==> src/rtl/div_sqrt_preproc_mvp_pkg.sv <==
// Shared constants, types and field helpers for the div/sqrt operand pre-processing stage.
// Covers FP64/FP32/FP16/FP16alt layouts, special-value encodings and FSM states.
package div_sqrt_preproc_mvp_pkg;

  localparam logic [1:0] FMT_FP32    = 2'b00;
  localparam logic [1:0] FMT_FP64    = 2'b01;
  localparam logic [1:0] FMT_FP16    = 2'b10;
  localparam logic [1:0] FMT_FP16ALT = 2'b11;

  localparam logic [1:0] IDLE = 2'd0;
  localparam logic [1:0] NORM = 2'd1;
  localparam logic [1:0] OUT  = 2'd2;

  localparam int unsigned C_EXP_FP64    = 11;
  localparam int unsigned C_MANT_FP64   = 52;
  localparam int unsigned C_EXP_FP32    = 8;
  localparam int unsigned C_MANT_FP32   = 23;
  localparam int unsigned C_EXP_FP16    = 5;
  localparam int unsigned C_MANT_FP16   = 10;
  localparam int unsigned C_EXP_FP16ALT = 8;
  localparam int unsigned C_MANT_FP16ALT = 7;

  localparam int unsigned C_BIAS_FP64    = 1023;
  localparam int unsigned C_BIAS_FP32    = 127;
  localparam int unsigned C_BIAS_FP16    = 15;
  localparam int unsigned C_BIAS_FP16ALT = 127;

  localparam logic [63:0] C_QNAN_FP64    = 64'h7FF8_0000_0000_0000;
  localparam logic [63:0] C_QNAN_FP32    = 64'h0000_0000_7FC0_0000;
  localparam logic [63:0] C_QNAN_FP16    = 64'h0000_0000_0000_7E00;
  localparam logic [63:0] C_QNAN_FP16ALT = 64'h0000_0000_0000_7FC0;

  localparam int unsigned FRAC_W    = 52;
  localparam int unsigned EFF_EXP_W = 11;
  localparam int unsigned LZC_W     = 53;
  localparam int unsigned CNT_W     = 6;

  typedef struct packed {
    logic nan;
    logic snan;
    logic inf;
    logic zero;
  } fp_class_t;

  typedef struct packed {
    logic                 sign;
    logic                 hidden;
    logic [EFF_EXP_W-1:0] exp_eff;
    logic [FRAC_W-1:0]    frac;   // fraction left-aligned at bit FRAC_W-1
    fp_class_t            cls;
  } fp_unpacked_t;

  // Split a right-aligned operand into sign, effective exponent and left-aligned fraction.
  function automatic fp_unpacked_t fp_unpack(input logic [1:0] fmt, input logic [63:0] op);
    fp_unpacked_t         u;
    logic [EFF_EXP_W-1:0] e;
    logic                 emax;
    u    = '0;
    e    = '0;
    emax = 1'b0;
    case (fmt)
      FMT_FP64: begin
        u.sign = op[C_MANT_FP64 + C_EXP_FP64];
        e      = op[C_MANT_FP64 +: C_EXP_FP64];
        u.frac = op[C_MANT_FP64-1:0];
        emax   = &op[C_MANT_FP64 +: C_EXP_FP64];
      end
      FMT_FP32: begin
        u.sign = op[C_MANT_FP32 + C_EXP_FP32];
        e      = EFF_EXP_W'(op[C_MANT_FP32 +: C_EXP_FP32]);
        u.frac = {op[C_MANT_FP32-1:0], 29'd0};
        emax   = &op[C_MANT_FP32 +: C_EXP_FP32];
      end
      FMT_FP16: begin
        u.sign = op[C_MANT_FP16 + C_EXP_FP16];
        e      = EFF_EXP_W'(op[C_MANT_FP16 +: C_EXP_FP16]);
        u.frac = {op[C_MANT_FP16-1:0], 42'd0};
        emax   = &op[C_MANT_FP16 +: C_EXP_FP16];
      end
      default: begin
        u.sign = op[C_MANT_FP16ALT + C_EXP_FP16ALT];
        e      = EFF_EXP_W'(op[C_MANT_FP16ALT +: C_EXP_FP16ALT]);
        u.frac = {op[C_MANT_FP16ALT-1:0], 45'd0};
        emax   = &op[C_MANT_FP16ALT +: C_EXP_FP16ALT];
      end
    endcase
    u.hidden     = |e;
    u.exp_eff    = u.hidden ? e : EFF_EXP_W'(1);
    u.cls.zero   = ~u.hidden & ~|u.frac;
    u.cls.inf    = emax & ~|u.frac;
    u.cls.nan    = emax & |u.frac;
    u.cls.snan   = u.cls.nan & ~u.frac[FRAC_W-1];
    return u;
  endfunction

  function automatic logic [63:0] fp_qnan(input logic [1:0] fmt);
    case (fmt)
      FMT_FP64: return C_QNAN_FP64;
      FMT_FP32: return C_QNAN_FP32;
      FMT_FP16: return C_QNAN_FP16;
      default:  return C_QNAN_FP16ALT;
    endcase
  endfunction

  function automatic logic [63:0] fp_inf(input logic [1:0] fmt, input logic sign);
    case (fmt)
      FMT_FP64: return {sign, 11'h7FF, 52'd0};
      FMT_FP32: return {32'd0, sign, 8'hFF, 23'd0};
      FMT_FP16: return {48'd0, sign, 5'h1F, 10'd0};
      default:  return {48'd0, sign, 8'hFF, 7'd0};
    endcase
  endfunction

  function automatic logic [63:0] fp_zero(input logic [1:0] fmt, input logic sign);
    case (fmt)
      FMT_FP64: return {sign, 63'd0};
      FMT_FP32: return {32'd0, sign, 31'd0};
      default:  return {48'd0, sign, 15'd0};
    endcase
  endfunction

endpackage

==> src/rtl/div_sqrt_lzc_mvp.sv <==
// Combinational 53-bit leading-zero counter; count is 53 and all_zero set for a zero input.
module div_sqrt_lzc_mvp
  import div_sqrt_preproc_mvp_pkg::*;
(
  input  logic [LZC_W-1:0] in_i,
  output logic [CNT_W-1:0] cnt_c_o,
  output logic             all_zero_c_o
);

  // Scan upward so the highest set bit is the last (winning) assignment.
  always_comb begin
    cnt_c_o = CNT_W'(LZC_W);
    for (int i = 0; i < int'(LZC_W); i++) begin
      if (in_i[i]) cnt_c_o = CNT_W'(int'(LZC_W) - 1 - i);
    end
  end

  assign all_zero_c_o = ~|in_i;

endmodule

==> src/rtl/div_sqrt_preproc_mvp.sv <==
// Operand pre-processing for the div/sqrt iteration unit: unpack, normalise denormals,
// resolve special cases, and hand off through a valid/ready handshake.
module div_sqrt_preproc_mvp
  import div_sqrt_preproc_mvp_pkg::*;
#(
  parameter int unsigned EXP_W  = 13,
  parameter int unsigned MANT_W = 53
) (
  input  logic              Clk_CI,
  input  logic              Rst_RBI,
  input  logic              Div_start_SI,
  input  logic              Sqrt_start_SI,
  input  logic              Kill_SI,
  input  logic [63:0]       Operand_a_DI,
  input  logic [63:0]       Operand_b_DI,
  input  logic [2:0]        RM_SI,
  input  logic [5:0]        Precision_ctl_SI,
  input  logic [1:0]        Format_sel_SI,
  output logic              Ready_SO,
  output logic              Out_valid_SO,
  input  logic              Out_ready_SI,
  output logic              Is_div_SO,
  output logic              Sign_a_DO,
  output logic              Sign_b_DO,
  output logic [EXP_W-1:0]  Exp_a_DO,
  output logic [EXP_W-1:0]  Exp_b_DO,
  output logic [MANT_W-1:0] Mant_a_DO,
  output logic [MANT_W-1:0] Mant_b_DO,
  output logic              Special_SO,
  output logic [63:0]       Special_res_DO,
  output logic              NV_SO,
  output logic              DZ_SO,
  output logic [2:0]        RM_SO,
  output logic [5:0]        Precision_ctl_SO,
  output logic [1:0]        Format_sel_SO
);

  logic [1:0] state_q, state_d;
  logic       valid_q, valid_d;
  logic       ready_q, ready_d;
  logic       accept_c, load_c;

  logic        req_div_q;
  logic [63:0] op_a_q, op_b_q;
  logic [2:0]  rm_q;
  logic [5:0]  prec_q;
  logic [1:0]  fmt_q;

  logic              is_div_q, sign_a_q, sign_b_q;
  logic [EXP_W-1:0]  exp_a_q, exp_b_q;
  logic [MANT_W-1:0] mant_a_q, mant_b_q;
  logic              special_q, nv_q, dz_q;
  logic [63:0]       res_q;
  logic [2:0]        rm_out_q;
  logic [5:0]        prec_out_q;
  logic [1:0]        fmt_out_q;

  // FSM next state; kill overrides both start and downstream ready.
  always_comb begin
    state_d  = state_q;
    accept_c = 1'b0;
    load_c   = 1'b0;
    case (state_q)
      IDLE: begin
        if (Div_start_SI || Sqrt_start_SI) begin
          accept_c = 1'b1;
          state_d  = NORM;
        end
      end
      NORM: begin
        load_c  = 1'b1;
        state_d = OUT;
      end
      OUT: begin
        if (Out_ready_SI) state_d = IDLE;
      end
      default: state_d = IDLE;
    endcase
    if (Kill_SI) begin
      state_d  = IDLE;
      accept_c = 1'b0;
      load_c   = 1'b0;
    end
    valid_d = (state_d == OUT);
    ready_d = (state_d == IDLE);
  end

  always_ff @(posedge Clk_CI) begin
    if (!Rst_RBI) begin
      state_q <= IDLE;
      valid_q <= 1'b0;
      ready_q <= 1'b1;
    end else begin
      state_q <= state_d;
      valid_q <= valid_d;
      ready_q <= ready_d;
    end
  end

  fp_unpacked_t      ua_c, ub_c;
  logic [CNT_W-1:0]  cnt_a_c, cnt_b_c;
  logic              zero_a_c, zero_b_c;
  logic [MANT_W-1:0] raw_mant_a_c, raw_mant_b_c;
  logic [MANT_W-1:0] norm_mant_a_c, norm_mant_b_c;
  logic [EXP_W-1:0]  norm_exp_a_c, norm_exp_b_c;

  assign ua_c = fp_unpack(fmt_q, op_a_q);
  assign ub_c = fp_unpack(fmt_q, op_b_q);

  assign raw_mant_a_c = MANT_W'({ua_c.hidden, ua_c.frac});
  assign raw_mant_b_c = MANT_W'({ub_c.hidden, ub_c.frac});

  div_sqrt_lzc_mvp u_lzc_a (
    .in_i         (LZC_W'(raw_mant_a_c)),
    .cnt_c_o      (cnt_a_c),
    .all_zero_c_o (zero_a_c)
  );

  div_sqrt_lzc_mvp u_lzc_b (
    .in_i         (LZC_W'(raw_mant_b_c)),
    .cnt_c_o      (cnt_b_c),
    .all_zero_c_o (zero_b_c)
  );

  // Denormals end up with a negative two's-complement exponent after the shift.
  assign norm_mant_a_c = zero_a_c ? '0 : raw_mant_a_c << cnt_a_c;
  assign norm_mant_b_c = zero_b_c ? '0 : raw_mant_b_c << cnt_b_c;
  assign norm_exp_a_c  = zero_a_c ? '0 : EXP_W'(ua_c.exp_eff) - EXP_W'(cnt_a_c);
  assign norm_exp_b_c  = zero_b_c ? '0 : EXP_W'(ub_c.exp_eff) - EXP_W'(cnt_b_c);

  logic        special_c, nv_c, dz_c;
  logic [63:0] res_c;
  logic        sx_c;

  assign sx_c = ua_c.sign ^ ub_c.sign;

  // Special-case resolution; branch order encodes the priority between cases.
  always_comb begin
    special_c = 1'b0;
    res_c     = '0;
    nv_c      = 1'b0;
    dz_c      = 1'b0;
    if (req_div_q) begin
      if (ua_c.cls.nan || ub_c.cls.nan) begin
        special_c = 1'b1;
        res_c     = fp_qnan(fmt_q);
        nv_c      = ua_c.cls.snan | ub_c.cls.snan;
      end else if ((ua_c.cls.inf && ub_c.cls.inf) || (ua_c.cls.zero && ub_c.cls.zero)) begin
        special_c = 1'b1;
        res_c     = fp_qnan(fmt_q);
        nv_c      = 1'b1;
      end else if (ua_c.cls.inf) begin
        special_c = 1'b1;
        res_c     = fp_inf(fmt_q, sx_c);
      end else if (ub_c.cls.inf) begin
        special_c = 1'b1;
        res_c     = fp_zero(fmt_q, sx_c);
      end else if (ub_c.cls.zero) begin
        special_c = 1'b1;
        res_c     = fp_inf(fmt_q, sx_c);
        dz_c      = 1'b1;
      end else if (ua_c.cls.zero) begin
        special_c = 1'b1;
        res_c     = fp_zero(fmt_q, sx_c);
      end
    end else begin
      if (ua_c.cls.nan) begin
        special_c = 1'b1;
        res_c     = fp_qnan(fmt_q);
        nv_c      = ua_c.cls.snan;
      end else if (ua_c.cls.zero) begin
        special_c = 1'b1;
        res_c     = fp_zero(fmt_q, ua_c.sign);
      end else if (ua_c.sign) begin
        special_c = 1'b1;
        res_c     = fp_qnan(fmt_q);
        nv_c      = 1'b1;
      end else if (ua_c.cls.inf) begin
        special_c = 1'b1;
        res_c     = fp_inf(fmt_q, 1'b0);
      end
    end
  end

  // Request capture on accept, result registers loaded once in NORM and held through OUT.
  always_ff @(posedge Clk_CI) begin
    if (!Rst_RBI) begin
      req_div_q  <= 1'b0;
      op_a_q     <= '0;
      op_b_q     <= '0;
      rm_q       <= '0;
      prec_q     <= '0;
      fmt_q      <= '0;
      is_div_q   <= 1'b0;
      sign_a_q   <= 1'b0;
      sign_b_q   <= 1'b0;
      exp_a_q    <= '0;
      exp_b_q    <= '0;
      mant_a_q   <= '0;
      mant_b_q   <= '0;
      special_q  <= 1'b0;
      res_q      <= '0;
      nv_q       <= 1'b0;
      dz_q       <= 1'b0;
      rm_out_q   <= '0;
      prec_out_q <= '0;
      fmt_out_q  <= '0;
    end else begin
      if (accept_c) begin
        req_div_q <= Div_start_SI;
        op_a_q    <= Operand_a_DI;
        op_b_q    <= Operand_b_DI;
        rm_q      <= RM_SI;
        prec_q    <= Precision_ctl_SI;
        fmt_q     <= Format_sel_SI;
      end
      if (load_c) begin
        is_div_q   <= req_div_q;
        sign_a_q   <= ua_c.sign;
        sign_b_q   <= ub_c.sign;
        exp_a_q    <= norm_exp_a_c;
        exp_b_q    <= norm_exp_b_c;
        mant_a_q   <= norm_mant_a_c;
        mant_b_q   <= norm_mant_b_c;
        special_q  <= special_c;
        res_q      <= res_c;
        nv_q       <= nv_c;
        dz_q       <= dz_c;
        rm_out_q   <= rm_q;
        prec_out_q <= prec_q;
        fmt_out_q  <= fmt_q;
      end
    end
  end

  assign Ready_SO         = ready_q;
  assign Out_valid_SO     = valid_q;
  assign Is_div_SO        = is_div_q;
  assign Sign_a_DO        = sign_a_q;
  assign Sign_b_DO        = sign_b_q;
  assign Exp_a_DO         = exp_a_q;
  assign Exp_b_DO         = exp_b_q;
  assign Mant_a_DO        = mant_a_q;
  assign Mant_b_DO        = mant_b_q;
  assign Special_SO       = special_q;
  assign Special_res_DO   = res_q;
  assign NV_SO            = nv_q;
  assign DZ_SO            = dz_q;
  assign RM_SO            = rm_out_q;
  assign Precision_ctl_SO = prec_out_q;
  assign Format_sel_SO    = fmt_out_q;

endmodule

==> config.mk <==
export PLATFORM = sky130hd
export DESIGN_NAME = div_sqrt_preproc_mvp
export DESIGN_NICKNAME = d
export VERILOG_FILES = /design/src/rtl/div_sqrt_preproc_mvp_pkg.sv /design/src/rtl/div_sqrt_lzc_mvp.sv /design/src/rtl/div_sqrt_preproc_mvp.sv
export SDC_FILE = /design/constraint.sdc
export NUM_CORES = 1
export LEC_CHECK = 0
export BUFFER_PORTS_ARGS = -buffer_cell sky130_fd_sc_hd__buf_4
export CAP_MARGIN = 20
export CORE_MARGIN = 1
export CORE_UTILIZATION = 43
export CTS_CLUSTER_DIAMETER = 150
export DETAILED_ROUTE_END_ITERATION = 8
export PLACE_DENSITY_LB_ADDON = 0.12
export REMOVE_ABC_BUFFERS = 1
export SLEW_MARGIN = 20
export SYNTH_ARGS = -nofsm -noshare
export SYNTH_HDL_FRONTEND = slang
export SYNTH_HIERARCHICAL = 1
export SYNTH_SLANG_ARGS = --single-unit
export TNS_END_PERCENT = 50
==> constraint.sdc <==
create_clock -name Clk_CI -period 11.5 [get_ports Clk_CI]
set_input_delay 0 -clock Clk_CI [delete_from_list [all_inputs] [get_ports Clk_CI]]
set_output_delay 0 -clock Clk_CI [all_outputs]
set_load 0.05 [all_outputs]
---- Yosys cells after proc, flatten, opt, wreduce, memory -nomap -nowiden ----
Cells that the tools add are included.
cells by class
  $add $sub $neg .......................... 2
  equality and inequality tests ........... 5
  shift-type cells ........................ 2
  multiplexer cells ....................... 168
  bitwise gates (word level) .............. 14
  reduce and logical (&&, ||, !) cells .... 24
operators by type and width
  operator            count
  $mux 64             10
  $mux 6              64
  $pmux 63 s3         2
  $pmux 52 s3         2
  $pmux 64 s2         2
  $pmux 64 s3         1
  $mux 5              32
  $reduce_or 63->1    2
  $mux 53             2
  $shl 53x6->53       2
  $reduce_or 52->1    2
  $pmux 11 s3         2
  $mux 63             1
  $reduce_and 8->1    4
  $mux 1              30
  $mux 13             2
  $mux 3              8
  $sub 11x6->12       2
  $mux 11             2
  $reduce_and 11->1   2
  $reduce_or 11->1    2
  $reduce_and 5->1    2
  $and 1x1->1         8
  $eq 2x2->1 const B  3
  12 further kinds    26
storage, ports and cells
  bits in registers ....................... 357
  output and inout port bits .............. 215
  logic and storage cells ................. 238

---- Depth between registers and ports, before layout ----
Gate-level depths: netlist (run 1).
  depth in word-level cells ............... 57
  mapped depth ............................ 29
  depth with buffers taken out ............ 18

---- Cells and area by module ----
The synthesis (run 1) kept the hierarchy.
by module, submodules not included
  module                times used  cells an instance  area an instance (um^2)  sequential area each (um^2)
  div_sqrt_preproc_mvp  1           2,500              20,268.2                 6,045.8
  div_sqrt_lzc_mvp      2           120                729.4                    0.0

---- Worst setup path after synthesis (run 1) ----
Ideal clock, no wire load.
  path kind ............................... register to register
  start point ............................. register fmt_q[0]
  end point ............................... register exp_a_q[9], in the netlist Exp_a_DO[9]
  library setup time ...................... 126 ps
  arrival time ............................ 6,350 ps
  slack ................................... 5,023 ps
  stages on the path, launching flop included .. 30
  buffers on the path ..................... 12
  period minus slack after synthesis ...... 6,477 ps
  cells stage by stage .................... dfxtp_1 > buf_6 > buf_6 > buf_4 > nor2b_1 > buf_2 > clkbuf_1 > clkbuf_1 > clkbuf_1 > clkbuf_1 > and2_1 > nor4_1 > a221oi_1 > nand3_1 > o21ai_1 > a2111oi_2 > clkbuf_1 > clkinv_1 > buf_2 > clkbuf_1 > clkbuf_1 > ha_1 > nor2b_1 > o21ai_0 > a21boi_0 > o21ai_0 > a21boi_0 > nor4_1 > nor2b_1 > o211ai_1
on the way
  elaborated cells on any way between the ends .. 63
RTL lines
  element                             RTL line                        source
  start: declaration                  div_sqrt_preproc_mvp.sv:47      logic [1:0] fmt_q;
  start signal: assignment            div_sqrt_preproc_mvp.sv:215     fmt_q <= Format_sel_SI;
  $eq 2x2->1 (tied with other cells)  div_sqrt_preproc_mvp_pkg.sv:61  case (fmt)
  $pmux 52 s3 (*)                     div_sqrt_preproc_mvp_pkg.sv:61
  net raw_mant_a_c[27]                div_sqrt_preproc_mvp.sv:103     logic [MANT_W-1:0] raw_mant_a_c, raw_mant_b_c;
  $mux 6 (*) (26 in series)           div_sqrt_lzc_mvp.sv:14          if (in_i[i]) cnt_c_o = CNT_W'(int'(LZC_W) - 1 - i);
  net cnt_a_c[1]                      div_sqrt_preproc_mvp.sv:101     logic [CNT_W-1:0] cnt_a_c, cnt_b_c;
  $sub 11x6->12 (*)                   div_sqrt_preproc_mvp.sv:128     assign norm_exp_a_c = zero_a_c ? '0 : EXP_W'(ua_c.exp_eff) - EXP_W'(cnt_a_c);
  $mux 13 (*)                         div_sqrt_preproc_mvp.sv:128
  end signal: assignment              div_sqrt_preproc_mvp.sv:221     exp_a_q <= norm_exp_a_c;
  end: declaration                    div_sqrt_preproc_mvp.sv:50      logic [EXP_W-1:0] exp_a_q, exp_b_q;
Mark *: on every way through the listed nets, which the timed path passes. The rest lies on a longest branch.
A chain may end at the register's enable or synchronous reset.

---- Worst setup path in the final report (run 1) ----
  start point ............................. register fmt_q[1]
  end point ............................... register exp_a_q[10], in the netlist Exp_a_DO[10]
on the way
  elaborated cells on any way between the ends .. 63
RTL lines
  element                             RTL line                        source
  $eq 2x2->1 (tied with other cells)  div_sqrt_preproc_mvp_pkg.sv:61
  $pmux 11 s3 (*)                     div_sqrt_preproc_mvp_pkg.sv:61
  $reduce_or 11->1 (*)                div_sqrt_preproc_mvp_pkg.sv:87  u.hidden = |e;
  net raw_mant_a_c[52]                div_sqrt_preproc_mvp.sv:103
  $mux 6 (*)                          div_sqrt_lzc_mvp.sv:14
  net cnt_a_c[4]                      div_sqrt_preproc_mvp.sv:101
  $sub 11x6->12 (*)                   div_sqrt_preproc_mvp.sv:128
  $mux 13 (*)                         div_sqrt_preproc_mvp.sv:128
Marked as above.

==> run_results.csv, run 1 <==
group,metric,value,unit
sta,fin_crit_sh,59.9,%
sta,slew_headroom,21.9,%
routing,ant_nets,0,
die,pin_count,360,
pwr,p_sw_share,38.7,%
clock_network,htree_num_levels,2,
clock_network,holdBufCountCts,164,
setup_path,path_class,"flip-flop to flip-flop",
clock_network,numCtsBuffers,36,
layout,layout-drive-gt1-share,20.0,%
layout,antenna_cells,0,
pwr,internal-power,2.31,mW
layout,finish.net_count,3225,
grt,antenna_found_initial,0,
logic_synthesis,netlist_area,21700,um^2
pwr,combPwrFrac,39.9,%
routing,dr_wl_met3,7330,um
die,rows,82,
setup_path,arrival,7.30,ns
pwr,finalPower,3.76,mW
logic_synthesis,synth-seq-cells,302,
routing,drtIter0Drc,2095,
sta,clock_skew,0.0166,ns
grt,grt_pass1_vias,21100,
routing,num_vias,22700,
clock_network,cts_tree,"yes",
setup_path,cp-start-kind,"flip-flop",
sta,final.setup.worst_slack,4.61,ns
grt,grt_max_degree,113,
logic_synthesis,syn_avg_cell_area,7.93,um^2
placement,portBuffers,328,
logic_synthesis,ys.warnings.count,6,
pwr,leakage,10.6,nW
logic_synthesis,ys.flop_type,"dfxtp_1",
clock_network,root_buffer,"clkbuf_16",
routing,drt_wl_total,85700,um
setup_path,cp_data_required_time,11.92,ns
logic_synthesis,ys_types,85,
placement,dp_worst_setup_slack,4.74,ns
sta,setup_viol,0,
sta,max_clock_freq,0.145,GHz
sta,tightestPinTransition,1.16,ns
pwr,peakVddDrop,0.102,mV
run,maxCapViolations,0,
die,initial_core_util,43.5,%
routing,wl_per_cell,22.8,um
setup_path,endpoint_kind,"flip-flop",
die,die_h,227,um
placement,gp_congestion,0.950,
routing,wl_met2,36700,um
setup_path,cp_max_fo,59,
pwr,switching_power,1.46,mW
worst_hold_path,hp-start,"Sqrt_start_SI",
setup_path,startpoint,"fmt_q[1]",
routing,dr.pass1.iters,6,
setup_path,regToRegStartpoint,"fmt_q[1]",
layout,multiInputGateArea,14500,um^2
layout,fin_cells,3756,
clock_network,clk_latency,0.56,ns
layout,register_area,6050,um^2
layout,layout-area-overhead-vs-synth,24.8,%
pwr,pwr-share-seq,31.1,%
sta,final_hold_viol_count,0,
sta,rsz0062_at_grt,"no",
placement,dp_cells,3534,
run_status,status,"finished clean",
routing,topRoutingLayerUsed,"met4",
sta,drv_slew,0,
placement,hpwlAfterDp,60800,um
routing,wl_met1,39500,um
die,dieArea,51400,um^2
grt,grt_remaining_overflow,0,
pwr,p_clk_share,29.0,%
layout,n_fill_cell,4763,
clock_network,cts_sinks,302,
pwr,p_per_area,139,nW/um^2
logic_synthesis,synth_edf_count,0,
logic_synthesis,seq_area_frac_synth,27.8,%
placement,placed_cell_area,24400,um^2
clock_network,clk_path_buf_depth,3,
layout,final_area,27100,um^2
logic_synthesis,async_reset_ff_share,0,%
routing,via_per_inst,6.03,
logic_synthesis,synthesis.instances,2740,
grt,grt_usage,32.6,%
clock_network,post_cts_resize_count,0,
clock_network,clk_pin_slew,0.06,ns
worst_hold_path,min_path_type,"primary input to flip-flop",
die,die_x,227,um
grt,grt_pass1_wl,129000,um
die,core_area,50000,um^2
sta,min_period,6.89,ns
clock_network,postCtsSetupRepairBufs,0,
routing,drcViolationCount,0,
[synth_stat cells (12+ instances only)]
library cell,n,area (um^2)
nor4_1,49,307
nor2b_1,31,194
nand3_1,75,375
a21oi_1,104,521
dfxtp_1,302,6050
clkbuf_1,178,668
a221oi_1,12,105
a211oi_1,31,233
buf_1,33,124
a22oi_1,44,330
a21boi_0,166,1250
ha_1,14,175
mux2i_1,144,1440
nand2b_1,17,106
nand4_1,15,93.8
inv_1,35,131
a22o_1,12,105
mux4_2,97,2180
mux2_2,31,349
nor2_1,234,878
nor3_1,80,400
o22ai_1,12,75.1
o21ai_0,129,646
o211ai_1,17,128
buf_4,56,420
buf_2,18,90.1
and2_1,80,500
o21a_1,14,105
nand2_1,488,1830
[critical path: stages, from the launching register on]
cell and delay, ns:
dfxtp_4 0.79, buf_4 0.65, mux4_2 0.46, or4_4 0.55, a2111oi_4 0.33, nand2_2 0.25, nor4_2 0.32, nand2_1 0.16
nor2_2 0.14, nand2_2 0.10, a31oi_4 0.17, buf_4 0.45, clkinv_1 0.66, ha_1 0.53, a21boi_0 0.16, o21ai_0 0.27
nand3b_1 0.17, nor3_1 0.16, o22ai_1 0.10, a22oi_1 0.17, nor2_1 0.05
[sequential cells by signal, summed over array words and instances, names as in the netlist, 2 cells and up]
signal,cells
prec_q,6
op_b_q,64
state_q,2
Format_sel_SO,2
RM_SO,3
Mant_a_DO,53
Exp_a_DO,12
Special_res_DO,11
fmt_q,2
op_a_q,64
Mant_b_DO,53
Exp_b_DO,12
Precision_ctl_SO,6
rm_q,3
[final cells by class]
type                            count  area share (%)
Multi-Input combinational cell   2138            53.4
Tap cell                          672            3.10
Inverter                           42           0.581
Clock inverter                     10           0.235
Timing Repair Buffer              544            16.6
Sequential cell                   302            22.3
Clock buffer                       48            3.83
[metrics by stage]
stage                     util, %  TNS, ns  hold slack (ns)
after global placement       48.7        0            0.204
after global routing         54.3        0            0.199
after floorplan                 -  -275.13           0.0761
final                        54.3        0            0.181
after detailed placement     48.8        0            0.200
after CTS                    54.2        0            0.159
[final timing paths]
path              slack (ns)  cells after the start            to
setup / recovery        4.61                     20  Exp_a_DO[10]
hold / removal          0.18                      5     prec_q[2]
setup reg to reg        4.61                     20  Exp_a_DO[10]
hold reg to reg         0.44                      2   Exp_a_DO[7]
[cell usage in the layout (no fill, tap or decap), types with 44 or more instances in the layout]
master,instances
mux4_2,97
nand3_1,75
dfxtp_1,300
and2_1,80
nand2_1,487
nor3_1,77
nor2_1,233
mux2i_1,144
a21boi_0,166
dlygate4sd3_1,164
nor4_1,48
a21oi_1,104
buf_4,380
a22oi_1,44
o21ai_0,129
[kinds of logic after synthesis]
family                     count (synthesis)  share of synthesized area, %
adders and majority gates                 16                         0.991
muxes                                    272                          18.3
buffers and inverters                    330                          6.87
xor gates and xnor gates                   9                         0.363
other                                      1                        0.0173
DFF                                      302                          27.8
and+or+nand+nor                         1148                          24.5
AOI/OAI and AO/OA                        662                          21.1
[power by group through the flow]
| stage | Sequential, mW | Clock, mW | Combinational (mW) |
|---|---|---|---|
| final | 1.17 | 1.09 | 1.50 |
| after global routing | 1.17 | 1.15 | 1.62 |
| after CTS | 1.17 | 1.11 | 1.48 |
| after detailed placement | 1.19 | 0 | 1.43 |
| after global placement | 1.19 | 0 | 1.42 |
| after floorplan | 1.21 | 0 | 0.988 |
[layer usage]
layer / GRT usage, % / vias up
met1: 48.4 / 11000
li1: - / 10500
met3: 5.27 / 134
met5: 0 / -
met4: 9.68 / 0
met2: 47.9 / 1083
Power figures use the tool's default switching activity.
==> inputs of run 2 (changes only) <==
==> constraint.sdc (replaced) <==
create_clock -name Clk_CI -period 6.26 [get_ports Clk_CI]
set_input_delay 0 -clock Clk_CI [delete_from_list [all_inputs] [get_ports Clk_CI]]
set_output_delay 0 -clock Clk_CI [all_outputs]
set_load 0.05 [all_outputs]
==> run_results.csv, run 2 (synthesized netlist as in run 1, its figures left out) <==
group,metric,value,unit
die,dieArea,51400,um^2
routing,drtIter0Drc,2250,
die,rows,82,
clock_network,clk_path_buf_depth,3,
sta,drv_slew,0,
routing,drcViolationCount,0,
clock_network,numCtsBuffers,34,
setup_path,path_buf_inv,1,
sta,max_clock_freq,0.184,GHz
clock_network,root_buffer,"clkbuf_16",
sta,min_period,5.44,ns
setup_path,cp_max_fo,26,
setup_path,cp.depth,16,
routing,ant_nets,0,
setup_path,cp_slowest_cell,"mux4_2",
placement,hpwlAfterDp,63000,um
run,maxCapViolations,0,
sta,slew_headroom,24.9,%
setup_path,arrival,5.82,ns
routing,wl_per_cell,23.6,um
clock_network,clk_pin_slew,0.06,ns
routing,num_vias,22700,
routing,drt_wl_total,88800,um
layout,antenna_cells,0,
grt,grt_remaining_overflow,0,
placement,dp_worst_setup_slack,0.891,ns
sta,fin_crit_sh,86.9,%
die,pin_count,360,
clock_network,cts_sinks,302,
run_status,status,"finished clean",
layout,final_area,27100,um^2
setup_path,path_class,"flip-flop to flip-flop",
grt,antenna_found_initial,0,
grt,grt_pass1_vias,21000,
layout,layout_commonest_cell,"nand2_1",
routing,via_per_inst,6.03,
layout,layout-drive-gt1-share,20.6,%
setup_path,cpLargestDelayFamily,"multiplexers",
setup_path,critPathMostFrequentCell,"mux4_2",
sta,tightestPinTransition,1.11,ns
die,initial_core_util,43.5,%
die,die_x,227,um
setup_path,cpPeakStageDelay,0.63,ns
pwr,peakVddDrop,0.215,mV
grt,grt_max_degree,123,
pwr,leakage,10.6,nW
clock_network,htree_num_levels,2,
routing,dr.pass1.iters,6,
sta,tns,0,ns
setup_path,cp-start-kind,"flip-flop",
setup_path,cp_data_required_time,6.64,ns
clock_network,cts_tree,"yes",
die,core_area,50000,um^2
setup_path,r2r_cells,16,
grt,grt_pass1_wl,132000,um
worst_hold_path,min_path_type,"primary input to flip-flop",
layout,top_regs,"op_a_q: 64 flops, op_b_q: 64 flops",
layout,layout-area-overhead-vs-synth,24.8,%
sta,rsz0062_at_grt,"no",
setup_path,endpoint_kind,"flip-flop",
sta,clock_skew,0.0310,ns
worst_hold_path,hold_depth,4,
clock_network,postCtsSetupRepairBufs,0,
layout,finish.net_count,3229,
sta,setup_viol,0,
layout,layout.cells.most_common_list,"487 x nand2_1, 400 x buf_4, 300 x dfxtp_1",
pwr,p_per_area,255,nW/um^2
sta,final_hold_viol_count,0,
die,die_h,227,um
sta,final.setup.worst_slack,0.817,ns
setup_path,crit_chain,"mux4_2 > or4_4 > a2111oi_4 > nand2_2 > nor4_1 > o221ai_1 > o22ai_4 > buf_4 > mux4_2 > nand2_1 > o21ai_0 > and2_1 > mux2_2 > a22o_1 > a22oi_1 > nor2_1",
clock_network,holdBufCountCts,145,
placement,gp_congestion,0.987,
clock_network,clk_latency,0.55,ns
placement,portBuffers,328,
grt,grt_usage,33.8,%
placement,placed_cell_area,24600,um^2
clock_network,post_cts_resize_count,0,
-- run 2: worst paths after layout --
path                 startpoint            end  slack (ns)
setup reg to reg       fmt_q[0]  Mant_a_DO[20]        0.82
setup / recovery       fmt_q[0]  Mant_a_DO[20]        0.82
hold reg to reg     Exp_a_DO[7]    Exp_a_DO[7]        0.45
hold / removal    Sqrt_start_SI     op_a_q[49]        0.16
-- run 2: where the power goes --
| part | switching (mW) | internal, mW |
|---|---|---|
| combinational | 1.72 | 1.10 |
| clock | 0.832 | 1.10 |
| sequential | 0.151 | 2.00 |
| total | 2.71 | 4.21 |
-- run 2: final cells by class --
class	instances	area [um^2]
multi-input combinational	2138	14400
clock buffer	48	985
inverter	42	158
timing repair buffer	550	4560
tap	672	841
sequential	302	6050
fill	4718	22900
clock inverter	11	67.6
-- run 2: per-layer routing --
metal	wire (um)	GRT usage, %	share of wire (%)	up-vias
li1	-	-	-	10500
met1	41100	49.4	46	11000
met2	37300	49.0	42	1082
met3	7710	7.24	8.7	155
met4	2650	10.6	3.0	0
met5	0	0	0	-
-- run 2: worst reg2reg max path: stages, from the launching register on --
cell and delay (ns):
dfxtp_4 0.61, mux4_2 0.64, or4_4 0.55, a2111oi_4 0.33, nand2_2 0.26, nor4_1 0.24
o221ai_1 0.21, o22ai_4 0.47, buf_4 0.38, mux4_2 0.56, nand2_1 0.08, o21ai_0 0.07
and2_1 0.19, mux2_2 0.27, a22o_1 0.20, a22oi_1 0.15, nor2_1 0.06
-- run 2: through the flow --
stage	util, %	total power, mW	hold slack (ns)	instances
2_1_floorplan	-	4.05	0.0761	2482
3_3_place_gp	49.1	4.87	0.201	3556
3_5_place_dp	49.2	4.89	0.203	3557
4_1_cts	54.2	6.89	0.146	3761
5_1_grt	54.3	7.23	0.207	3763
6_report	54.3	6.91	0.162	3763
